===== src/rtl/fifo_rd_ptr_ctrl.sv =====
// -----------------------------------------------------------------------------
// fifo_rd_ptr_ctrl
//   Read-side pointer and flag controller for the async DDR TX FIFO, clocked in
//   the read domain. It takes the write pointer (Gray code, already through the
//   2-flop synchroniser), owns the read pointer, sequences RAM reads, and drives
//   the empty, almost-empty and level flags. It also returns its Gray read
//   pointer to the write-domain synchroniser.
//
//   Optional build macro: FWFT_EN. When it is defined, a prefetch FSM gives
//   first-word fall-through. When it is undefined (the default), the block runs
//   in standard mode: a pop issues the RAM read, and the data is valid one cycle
//   later.
//
// Ports
//   i_rd_clk        read-domain clock
//   i_rd_rstn       asynchronous active-low reset
//   i_rd_en         read/pop request
//   i_wr_ptr_sync   synchronised write pointer, Gray code (PTR_R+1 bits)
//   o_rd_ptr_gray   registered read pointer, Gray code
//   o_ram_rd_en     RAM read strobe (RAM has a 1-cycle registered read)
//   o_ram_addr      RAM read address
//   i_ram_rdata     RAM read data, valid 1 cycle after o_ram_rd_en
//   o_rd_data       read data to the consumer
//   o_rd_valid      o_rd_data qualifier
//   o_empty         no readable word
//   o_almost_empty  level <= AEMPTY_THRESH
//   o_rd_count      words available
//   o_underflow     sticky: read requested while empty
// -----------------------------------------------------------------------------
module fifo_rd_ptr_ctrl #(
  parameter int PTR_R         = 12,
  parameter int DATA_W        = 32,
  parameter int AEMPTY_THRESH = 4
) (
  input  logic              i_rd_clk,
  input  logic              i_rd_rstn,
  input  logic              i_rd_en,
  input  logic [PTR_R:0]    i_wr_ptr_sync,
  output logic [PTR_R:0]    o_rd_ptr_gray,
  output logic              o_ram_rd_en,
  output logic [PTR_R-1:0]  o_ram_addr,
  input  logic [DATA_W-1:0] i_ram_rdata,
  output logic [DATA_W-1:0] o_rd_data,
  output logic              o_rd_valid,
  output logic              o_empty,
  output logic              o_almost_empty,
  output logic [PTR_R:0]    o_rd_count,
  output logic              o_underflow
);

  localparam int            PW    = PTR_R + 1;
  localparam logic [PW-1:0] AE_TH = PW'(AEMPTY_THRESH);

  function automatic logic [PW-1:0] f_gray2bin(input logic [PW-1:0] g);
    logic [PW-1:0] b;
    b[PW-1] = g[PW-1];
    for (int i = PW - 2; i >= 0; i--) begin
      b[i] = b[i+1] ^ g[i];
    end
    return b;
  endfunction

  function automatic logic [PW-1:0] f_bin2gray(input logic [PW-1:0] b);
    return b ^ (b >> 1);
  endfunction

  logic [PW-1:0] r_wr_bin;
  logic [PW-1:0] r_rd_bin;
  logic [PW-1:0] r_rd_gray;
  logic [PW-1:0] r_count;
  logic          r_empty;
  logic          r_aempty;
  logic          r_underflow;

  logic [PW-1:0] w_rd_bin_next;
  logic [PW-1:0] w_rd_gray_next;
  logic [PW-1:0] w_count_next;
  logic          w_pop;
  logic          w_uf_set;

  assign w_rd_bin_next  = r_rd_bin + {{PTR_R{1'b0}}, w_pop};
  assign w_rd_gray_next = f_bin2gray(w_rd_bin_next);

`ifdef FWFT_EN
  typedef enum logic [1:0] {S_IDLE, S_FETCH, S_HOLD} state_t;

  state_t              r_state;
  state_t              w_state_next;
  logic                w_load;
  logic                w_held;
  logic [DATA_W-1:0]   r_rd_data;

  always_ff @(posedge i_rd_clk or negedge i_rd_rstn) begin
    if (!i_rd_rstn) r_state <= S_IDLE;
    else            r_state <= w_state_next;
  end

  always_comb begin
    w_state_next = r_state;
    case (r_state)
      S_IDLE:  if (!r_empty) w_state_next = S_FETCH;
      S_FETCH: w_state_next = S_HOLD;
      S_HOLD:  if (i_rd_en) w_state_next = r_empty ? S_IDLE : S_FETCH;
      default: w_state_next = S_IDLE;
    endcase
  end

  // A RAM read is issued when idle with data waiting, or when a pop in HOLD can
  // be refilled immediately.
  always_comb begin
    w_pop  = 1'b0;
    w_load = 1'b0;
    case (r_state)
      S_IDLE:  w_pop  = ~r_empty;
      S_FETCH: w_load = 1'b1;
      S_HOLD:  w_pop  = i_rd_en & ~r_empty;
      default: ;
    endcase
  end

  always_ff @(posedge i_rd_clk or negedge i_rd_rstn) begin
    if (!i_rd_rstn)  r_rd_data <= '0;
    else if (w_load) r_rd_data <= i_ram_rdata;
  end

  // A word in flight or in the output register still counts as available.
  assign w_held       = (w_state_next != S_IDLE);
  assign w_count_next = r_wr_bin - w_rd_bin_next + {{PTR_R{1'b0}}, w_held};
  assign o_rd_valid   = (r_state == S_HOLD);
  assign o_empty      = ~o_rd_valid;
  assign w_uf_set     = i_rd_en & ~o_rd_valid;
  assign o_rd_data    = r_rd_data;
`else
  logic r_rd_valid;

  assign w_pop        = i_rd_en & ~r_empty;
  assign w_uf_set     = i_rd_en & r_empty;
  assign w_count_next = r_wr_bin - w_rd_bin_next;

  always_ff @(posedge i_rd_clk or negedge i_rd_rstn) begin
    if (!i_rd_rstn) r_rd_valid <= 1'b0;
    else            r_rd_valid <= w_pop;
  end

  // The RAM output register holds the word during the valid cycle. The gate
  // keeps the data bus at 0 outside valid cycles, including after reset.
  assign o_rd_valid = r_rd_valid;
  assign o_rd_data  = r_rd_valid ? i_ram_rdata : '0;
  assign o_empty    = r_empty;
`endif

  // ---- pointer / flag stage: all state registered from next-state values ----
  always_ff @(posedge i_rd_clk or negedge i_rd_rstn) begin
    if (!i_rd_rstn) begin
      r_wr_bin    <= '0;
      r_rd_bin    <= '0;
      r_rd_gray   <= '0;
      r_count     <= '0;
      r_empty     <= 1'b1;
      r_aempty    <= 1'b1;
      r_underflow <= 1'b0;
    end else begin
      r_wr_bin    <= f_gray2bin(i_wr_ptr_sync);
      r_rd_bin    <= w_rd_bin_next;
      r_rd_gray   <= w_rd_gray_next;
      // Empty is compared in Gray against the synchronised pointer. It can only
      // lag the true state, so it never reports data that is not yet written.
      r_empty     <= (w_rd_gray_next == i_wr_ptr_sync);
      r_count     <= w_count_next;
      r_aempty    <= (w_count_next <= AE_TH);
      r_underflow <= r_underflow | w_uf_set;
    end
  end

  assign o_ram_rd_en    = w_pop;
  assign o_ram_addr     = r_rd_bin[PTR_R-1:0];
  assign o_rd_ptr_gray  = r_rd_gray;
  assign o_rd_count     = r_count;
  assign o_almost_empty = r_aempty;
  assign o_underflow    = r_underflow;

endmodule


===== config.mk =====
export PLATFORM = sky130hd
export DESIGN_NAME = fifo_rd_ptr_ctrl
export DESIGN_NICKNAME = d
export VERILOG_FILES = /design/src/rtl/fifo_rd_ptr_ctrl.sv
export SDC_FILE = /design/constraint.sdc
export NUM_CORES = 1
export LEC_CHECK = 0
export CORE_MARGIN = 2
export CORE_UTILIZATION = 25
export DETAILED_ROUTE_END_ITERATION = 10
export MAX_ROUTING_LAYER = met4
export PLACE_DENSITY = 0.54
export RECOVER_POWER = 25
export SLEW_MARGIN = 10
export SYNTH_ARGS = -nofsm -noshare
export SYNTH_HDL_FRONTEND = slang
export SYNTH_SLANG_ARGS = --single-unit

===== constraint.sdc =====
create_clock -name i_rd_clk -period 3.8 [get_ports i_rd_clk]
set_input_delay 0.76 -clock i_rd_clk [delete_from_list [all_inputs] [get_ports i_rd_clk]]
set_output_delay 0.76 -clock i_rd_clk [all_outputs]
set_load 0.03 [all_outputs]

-- Yosys cells after proc, flatten, opt, wreduce, memory -nomap -nowiden
Cells that the tools add are included.
W data, S select, Z words.
- bits in writable memories: 0
- bits of input ports: 48
- bits in read-only memories: 0
- memories kept: 0
- register bits: 56
- bits in latches: 0
- logic and storage cells: 30
- muxes and demuxes: 1
- equality and inequality tests: 1
- $lt $le $gt $ge: 1
- shift operators: 0
- multiply operators: 0
- add/subtract/negate cells: 2
- bitwise logic cells: 17
- divide/modulo/power cells: 0
- reductions and logical operators: 0
- operator list (kind ; number):
    $mux W32 ; 1
    $add A13 B1 Y13 ; 1
    $eq A13 B13 Y1 ; 1
    $le A13 B3 Y1 const B ; 1
    $sub A13 B13 Y13 ; 1
    $xor A13 B12 Y13 ; 1
    $xor A1 B1 Y1 ; 12
    $and A1 B1 Y1 ; 2
    $not A1 Y1 ; 1
    $or A1 B1 Y1 ; 1

-- Logic depth before layout (Yosys ltp)
Gate-level depths: netlist of the first run.
- depth in word-level cells: 12
- depth in mapped cells: 16
- gate-level depth less buffers: 16

-- Worst setup path after synthesis of the first run
Ideal clock, no wire load.
- path kind: in2reg
- start point: input port i_rd_en
- end point: register r_aempty, in the netlist o_almost_empty
- arrival: 4.686 ns
- buffers on the path: 0
- stages on the path: 16
- required time: 3.710 ns
- setup slack: -0.976 ns
- cell sequence: nor2b_1 > ha_1 > ha_1 > nand3_1 > nor2_1 > and3_1 > xor2_1 > inv_1 > ha_1 > inv_1 > or3_1 > mux2i_1 > a211o_1 > or3_1 > or4_1 > nor4_2
- word-level cells in the longest chain between the ends: 4
- ends and longest elaborated chain (what ; line ; source):
    start, declared ; 37 ; input logic i_rd_en,
    $and A1 B1 Y1 ; 136 ; assign w_pop = i_rd_en & ~r_empty;
    $add A13 B1 Y13 ; 81 ; assign w_rd_bin_next = r_rd_bin + {{PTR_R{1'b0}}, w_pop};
    via w_rd_bin_next[10] ; 75 ; logic [PW-1:0] w_rd_bin_next;
    $sub A13 B13 Y13 ; 138 ; assign w_count_next = r_wr_bin - w_rd_bin_next;
    via w_count_next[10] ; 77 ; logic [PW-1:0] w_count_next;
    $le A13 B3 Y1 ; 170 ; r_aempty <= (w_count_next <= AE_TH);
    end signal, assigned ; 170 ;
    end, declared ; 72 ; logic r_aempty;
The timed path passes the listed nets, and every way through them passes these cells.

-- Worst setup path after layout of the first run
Ends and elaborated chain as after synthesis.

==> results of run 1 <==
[cells in the mapped netlist (all sizes together), types with 2 or more instances]
| cell type | n |
|---|---|
| dfrtp | 53 |
| or2 | 3 |
| nor3 | 10 |
| a21oi | 3 |
| nor2b | 2 |
| o21ai | 5 |
| buf | 3 |
| nor4 | 3 |
| mux2i | 2 |
| nor2 | 10 |
| nand2 | 7 |
| and3 | 2 |
| or3 | 7 |
| xnor2 | 41 |
| a211o | 2 |
| a31oi | 3 |
| o31ai | 3 |
| o21a | 6 |
| ha | 9 |
| o221ai | 2 |
| clkbuf | 3 |
| nand3 | 12 |
| dfstp | 2 |
| a22oi | 3 |
| inv | 27 |
| nand4 | 2 |
| xor3 | 2 |
| xor2 | 18 |
| and2 | 34 |
[metrics by stage]
stage	power (mW)	TNS, ns	utilization	cell area [sq um]
floorplan	2.302	-0.3621	-	3181
global placement	3.310	-1.627	0.4119	4989
CTS	3.990	-0.4370	0.4299	5206
finish	3.987	-0.1353	0.4323	5236
detailed placement	3.336	-1.911	0.4119	4989
global route	4.285	-5.152	0.4323	5236
[where the power goes]
| part | total [mW] | switching [mW] | internal, mW |
|---|---|---|---|
| Sequential | 0.937 | 0.151 | 0.786 |
| Clock | 0.545 | 0.214 | 0.332 |
| Combinational | 2.50 | 1.20 | 1.31 |
| Total | 3.99 | 1.56 | 2.43 |
[registers in the layout, summed over array words and instances (netlist names)]
signal and count:
r_wr_bin 13, o_rd_count 13, o_empty 1, o_almost_empty 1, o_rd_ptr_gray 12, r_rd_bin 13, o_rd_valid 1, o_underflow 1
[critical path, delay by kind of cell]
family | cells | cell delay (ns)
adder cells (fa/ha/maj) | 3 | 0.76
XOR/XNOR | 1 | 0.14
AO/OA/AOI/OAI | 4 | 0.82
AND/OR/NAND/NOR | 5 | 1.53
buffers and inverters | 2 | 0.12
[worst max-delay path by stage]
stage | start | endpoint | slack [ns] | depth (start not counted)
after floorplan | i_rd_en | o_almost_empty$_DFF_PN1_ | -0.36 | 14
after global placement | i_rd_en | o_almost_empty$_DFF_PN1_ | -0.79 | 15
after detailed placement | i_rd_en | o_almost_empty$_DFF_PN1_ | -0.84 | 15
after CTS | i_rd_en | o_almost_empty$_DFF_PN1_ | -0.44 | 15
after global routing | i_rd_en | o_almost_empty$_DFF_PN1_ | -0.24 | 15
final | i_rd_en | o_almost_empty$_DFF_PN1_ | -0.14 | 15
[cell type report]
class,instances,area (sq um)
Multi-Input combinational cell,205,1718
Sequential cell,55,1379
Tap cell,168,210.2
Clock inverter,2,38.79
Fill cell,1217,6875
Timing Repair Buffer,180,1645
Inverter,27,106.4
Clock buffer,6,138.9
[kinds of logic (layout without fill, tap and decap cells)]
family | after synthesis | in the layout | synth area share
adders and majority gates | 11 | 11 | 0.04549
AOI/OAI and AO/OA | 35 | 35 | 0.08939
muxes | 2 | 2 | 0.006385
and+or+nand+nor | 95 | 95 | 0.1756
xor gates and xnor gates | 62 | 62 | 0.2003
DFF | 55 | 55 | 0.4397
buffers and inverters | 33 | 215 | 0.04309
[metal layers]
metal	routed length (um)	vias up	GRT usage
met2	4199	71	0.2238
met3	447	10	0.02563
met5	0	-	-
met4	156	0	0.04206
li1	-	1339	-
met1	3549	1252	0.1533
[timing repair]
item                                    in CTS  in global routing
resized for setup                           11                  5
pin swaps                                   11                 10
endpoints found under the setup margin       2                  1
buffers inserted                             2                  1
==> results by group, run 1 <==
Power and ir drop
  – Peak VDD IR: 0.0003130 V
  – Cell Pwr Density: ~760 nW/um^2
  – LEAKAGE: ~2.2 nW

Yosys
  – Syn avg cell area: between 10 and 15 sq um
  – Most used flip-flop cell after synthesis: dfrtp_1
  – Ys Warns: 0
  – Gate Count Post-Synth: around 300
  – Yosys cell types: 55
  – #FFs+latches synth: 55
  – Post-synth EDFFs: 0
  – FFs w/ async S/R, synth: 1.000
  – Post-synth top area cell: dfrtp_1
  – Synth Cell Area: 3136 sq um
  – Syn_nets: around 350
  – Top post-synthesis cells by area: dfrtp_1 42%, xnor2_1 11%, and2_1 6.6%
  – Post-synthesis sequential area ratio: 0.4397
  – Synth top area share: 0.4230

Job
  – Max Cap Violations: 1

Critical path
  – Critical path required time: around 4.0 ns
  – RR Startpoint: o_empty$_DFF_PN1_
  – CP endpoint kind: register
  – Biggest cell delay along the critical path: about 0.52 ns
  – Cell Chain, Critical Path: buf_6, nor2b_4, ha_4, ha_4, inv_4, fa_2, o21bai_1, a221o_1, o221ai_2, a2bb2oi_4, xnor2_2, or4b_1, or3_4, or4_4, nor4_4
  – Crit path top cell by count: ha_4
  – CP Class: input port to register
  – Reg2reg end: o_almost_empty$_DFF_PN1_
  – CP Launch Type: input port
  – Worst R2R Setup Slack: -0.05 ns
  – Worst r2r path cells: 14
  – CP max FO: 2
  – CP arrival: between 4 and 5 ns
  – Max stage delay cell, worst path: or4b_1

Timing
  – Peak Freq: 0.2541 GHz
  – Worst-Margin Slew: 2.896 ns
  – Final Setup Violations: 1
  – Final clock skew: approximately 0.0070 ns
  – Final Hold Viols: 0
  – Fin crit share: 1.036
  – Fin crit period: 3.935 ns
  – Final WS setup: -0.1353 ns
  – Rel. slew slack: -0.9306
  – Final Slew Violations: 56
  – Hold Slack: between 0.4 and 0.5 ns
  – RSZ-0062 raised after global routing: yes

Global route
  – Total global-route track usage: 0.1302
  – Initial antenna violation count: 0
  – Global route total overflow: 0
  – Vias in the first global route: 2696
  – Global-route wire length before repair: 13.19 mm
  – Largest net degree at the start of global routing: 56

Floorplanning
  – Core area: ~12000 sq um
  – Die Wd: approximately 120 um
  – Row cnt: 40
  – Initial Util: 0.2589
  – Die area: around 13000 sq um
  – Die height: about 120 um
  – Top Ports: ~120

Clocking
  – Skew-Pair Late Insertion Delay: about 0.30 ns
  – CTS root buf: clkbuf_16
  – Reg clk slew, reported paths: approximately 0.070 ns
  – Num CTS Buffers: 5
  – Clk sinks: 55
  – CTS tree: yes
  – Clock buffer depth: 2
  – Depth of the CTS H-tree: 2
  – Quantity of hold-fixing buffers added after cts: 0

Routing
  – Detailed Routing Iterations Pass 1: 4
  – ANT nets after route: 0
  – Via count: 2672
  – Routed Wire Length: about 8.4 mm
  – DRC: 0
  – Wirelength per Cell: approximately 13 um
  – Starting DRT DRC Count: 108
  – Via density per instance: slightly above 4

Status
  – Run status: finished, violations left
  – Failing checks: capacitance limit, slew limit, setup timing

Worst hold path
  – WHS Path Cells: 1
  – Hold endpoint: o_underflow$_DFF_PN0_
  – Min-delay src: o_underflow$_DFF_PN0_
  – Worst min-delay path class: register to register

Cells and area
  – Final net count: between 500 and 600
  – Ant diodes: 0
  – Layout area overhead: 67.00%
  – Layout cell share with drive strength beyond 1: 0.2042
  – Commonest non-fill, non-tap cells in the layout: 119 x clkdlybuf4s50_1, 56 x buf_4, 53 x dfrtp_1
  – Commonest non-fill, non-tap cell in the layout: clkdlybuf4s50_1
  – Non-filler instance count after layout: around 640

Placement
  – Post-DP HPWL: approximately 7 mm
  – Placed cells: 632
  – Port bufs: ~120
  – Final GP Congestion: between 0.7 and 0.8
  – Post-place setup slack: -0.8401 ns
No activity file was read; power rests on OpenSTA's default activity.
==> run 2: changes to the inputs <==
--- a/config.mk
+++ b/config.mk
@@ -9,7 +9,7 @@
 export CORE_UTILIZATION = 25
 export DETAILED_ROUTE_END_ITERATION = 10
 export MAX_ROUTING_LAYER = met4
-export PLACE_DENSITY = 0.54
+export PLACE_DENSITY = 0.52
 export RECOVER_POWER = 25
 export SLEW_MARGIN = 10
 export SYNTH_ARGS = -nofsm -noshare
==> constraint.sdc (replaced) <==
create_clock -name i_rd_clk -period 4.04 [get_ports i_rd_clk]
set_input_delay 0.808 -clock i_rd_clk [delete_from_list [all_inputs] [get_ports i_rd_clk]]
set_output_delay 0.808 -clock i_rd_clk [all_outputs]
set_load 0.03 [all_outputs]
==> run 2 against run 1 <==
Net effect:
- total power up 8.2%
- via count rose by 0.26%
- critical path type unchanged
- clock power decreased by 19%
- first-iteration DRC count increased by 7.4%
- global-route usage grew 0.54 points
- the flow now finishes without violations
==> results by group, run 2 (same netlist as run 1, synthesis figures left out) <==
Global route
  – GRT met3 Usage: 0.01831 (-0.007322)
  – Grt peak-use layer: met2
  – Met1 Use GR: 0.1601 (+0.006797)
  – Global-route wire length before repair: 13.83 mm (+4.9%)
  – Total global-route track usage: 0.1356 (+0.005420)
  – GR Util met2: 0.2421 (+0.01832)
  – Largest net degree at the start of global routing: 34 (-39%)
  – Global route total overflow: 0 (unchanged)
  – Initial antenna violation count: 0 (unchanged)
  – Vias in the first global route: 2807 (+4.1%)

Clocking
  – Reg clk slew, reported paths: 0.08 ns (about the same)
  – Skew-Pair Late Insertion Delay: 0.30 ns (about the same)
  – Clock buffer depth: 2 (unchanged)
  – CTS tree: yes
  – Depth of the CTS H-tree: 2 (unchanged)
  – CTS root buf: clkbuf_16
  – Clk sinks: 55 (unchanged)
  – Num CTS Buffers: 5 (unchanged)

Floorplanning
  – Die Wd: 116.0 um (unchanged)
  – Die height: 116.0 um (unchanged)
  – Die area: 13450 sq um (unchanged)
  – Top Ports: 123 (unchanged)
  – Core area: 12110 sq um (unchanged)
  – Initial Util: 0.2589 (unchanged)
  – Row cnt: 40 (unchanged)

Cells and area
  – Layout cell share with drive strength beyond 1: 0.2137 (+0.009482)
  – Layout area overhead: 69.99%
  – Non-filler instance count after layout: 650 (+1.1%)
  – Final net count: 539 (+1.3%)
  – Commonest non-fill, non-tap cells in the layout: 120 x clkdlybuf4s50_1, 53 x dfrtp_1, 52 x buf_4
  – Design area: 5330 sq um (+1.8%)
  – Commonest non-fill, non-tap cell in the layout: clkdlybuf4s50_1
  – Ant diodes: 0 (unchanged)

Placement
  – Post-DP HPWL: 7.031 mm (+1.9%)
  – Final GP Congestion: 0.8468 (+9.8%)
  – Area after DPL: 4959 sq um (-0.60%)
  – Port bufs: 122 (unchanged)
  – Placed cells: 628 (-0.63%)

Timing
  – Final clock skew: 0.008127 ns (+0.001096 ns)
  – Fin crit period: 3.995 ns
  – Peak Freq: roughly 0.25 GHz
  – Worst-Margin Slew: 1.392 ns (-1.504 ns)
  – Final Setup Violations: 0 (-1)
  – Rel. slew slack: 0.07182 (+1.002)
  – RSZ-0062 raised after global routing: yes
  – Final Slew Violations: 0 (-100%)
  – Final Hold Viols: 0 (unchanged)
  – Fin crit share: 0.9889

Routing
  – Via density per instance: 4.122 (-0.82%)
  – Starting DRT DRC Count: 116 (+7.4%)
  – Routed Wire Length: 8.598 mm (+3.0%)
  – Via count: 2679 (+0.26%)
  – Wirelength per Cell: 13.23 um (+1.8%)
  – ANT nets after route: 0 (unchanged)
  – DRC: 0 (unchanged)
  – Detailed Routing Iterations Pass 1: 4 (unchanged)

Status
  – Run status: complete, no violations

Critical path
  – CP delay by family, top: simple AND/OR/NAND/NOR gates
  – Cell Chain, Critical Path: buf_6, nor2b_4, ha_4, ha_4, inv_4, fa_2, o21bai_1, a221o_1, o221ai_4, a2bb2oi_4, buf_6, buf_4, o221ai_4, a22oi_2, or3_1, or4_4, nor4_4
  – CP Class: input port to register
  – Max stage delay cell, worst path: or4_4
  – Biggest cell delay along the critical path: 0.55 ns (+0.03 ns)
  – Critical path required time: 4.25 ns (+0.23 ns)
  – CP max FO: 2 (unchanged)
  – CP arrival: 4.21 ns (+0.06 ns)
  – Worst R2R Setup Slack: 0.15 ns (+0.20 ns)
  – CP endpoint kind: register
  – CP Launch Type: input port
  – CP Buf/Inv Count: 4 (+2)

Worst hold path
  – Worst min-delay path class: register to register

Job
  – Max Cap Violations: 0 (-1)

Power and ir drop
  – Peak VDD IR: 0.0003755 V (+20%)
  – Cell Pwr Density: 809.2 nW/um^2 (+6.3%)
  – LEAKAGE: 2.264 nW (+1.3%)
-- run 2: cell types whose count changed in the layout (fill, tap and decap cells not counted), moves of 2 or more --
cell / delta
buf_4: -4
buf_6: +12
o221ai_2: -2
o221ai_4: +2
clkinvlp_4: +2
-- run 2: layer usage --
layer | up-vias | part of all wire
met5 | - | 0
met4 | 0 | 0.012
met3 | 6 | 0.037
met2 | 58 | 0.53
met1 | 1262 | 0.42
li1 | 1353 | -
-- run 2: worst register-to-register path: cells and delay by family (launching register included) --
family | cells | cell delay (ns)
flops | 1 | 0.57
simple gates | 4 | 1.10
fa+ha+maj | 3 | 0.77
buf+inv | 3 | 0.29
compound gates | 6 | 1.08
-- run 2: metrics by stage --
step	TNS, ns	utilization	worst slack [ns]	total power, mW	hold WS, ns
2_1_floorplan	-0.1701	-	-0.1701	2.166	0.5124
3_3_place_gp	-0.9500	0.4094	-0.6100	3.142	0.4418
3_5_place_dp	-1.237	0.4094	-0.7306	3.160	0.4434
4_1_cts	-0.3654	0.4361	-0.3182	4.282	0.4597
5_1_grt	-0.07273	0.4401	-0.07273	4.604	0.4681
6_report	0	0.4401	0.04481	4.313	0.4544
-- run 2: area by class of cell --
class                   instances  area [sq um]
clock buffers                   5         125.1
clock inverters                 3         23.77
fillers                      1195          6782
inverters                      27         106.4
multi-input cells             205          1740
flip-flops and latches         55          1379
well taps                     168         210.2
repair buffers                187          1745
-- run 2: path summary, 6_finish.rpt --
kind / startpoint / to / cells after the start
min reg2reg: o_underflow$_DFF_PN0_ / o_underflow$_DFF_PN0_ / 1
min: o_underflow$_DFF_PN0_ / o_underflow$_DFF_PN0_ / 1
max: i_rd_en / o_almost_empty$_DFF_PN1_ / 17
min in group asynchronous: i_rd_rstn / o_rd_count[12]$_DFF_PN0_ / 1
max in group asynchronous: i_rd_rstn / r_wr_bin[2]$_DFF_PN0_ / 2
max reg2reg: o_empty$_DFF_PN1_ / o_almost_empty$_DFF_PN1_ / 16
-- run 2: power by group --
part	switching, mW	total [mW]	internal (mW)
combinational	1.28	2.98	1.71
clock	0.209	0.442	0.232
sequential	0.149	0.888	0.739
-- run 2: repair_timing --
action                     4_1_cts  5_1_grt
hold buffers                     0        0
setup endpoints to repair        1        2
pin swaps                       11       12
gates resized for setup         21        8
buffers inserted                14        2
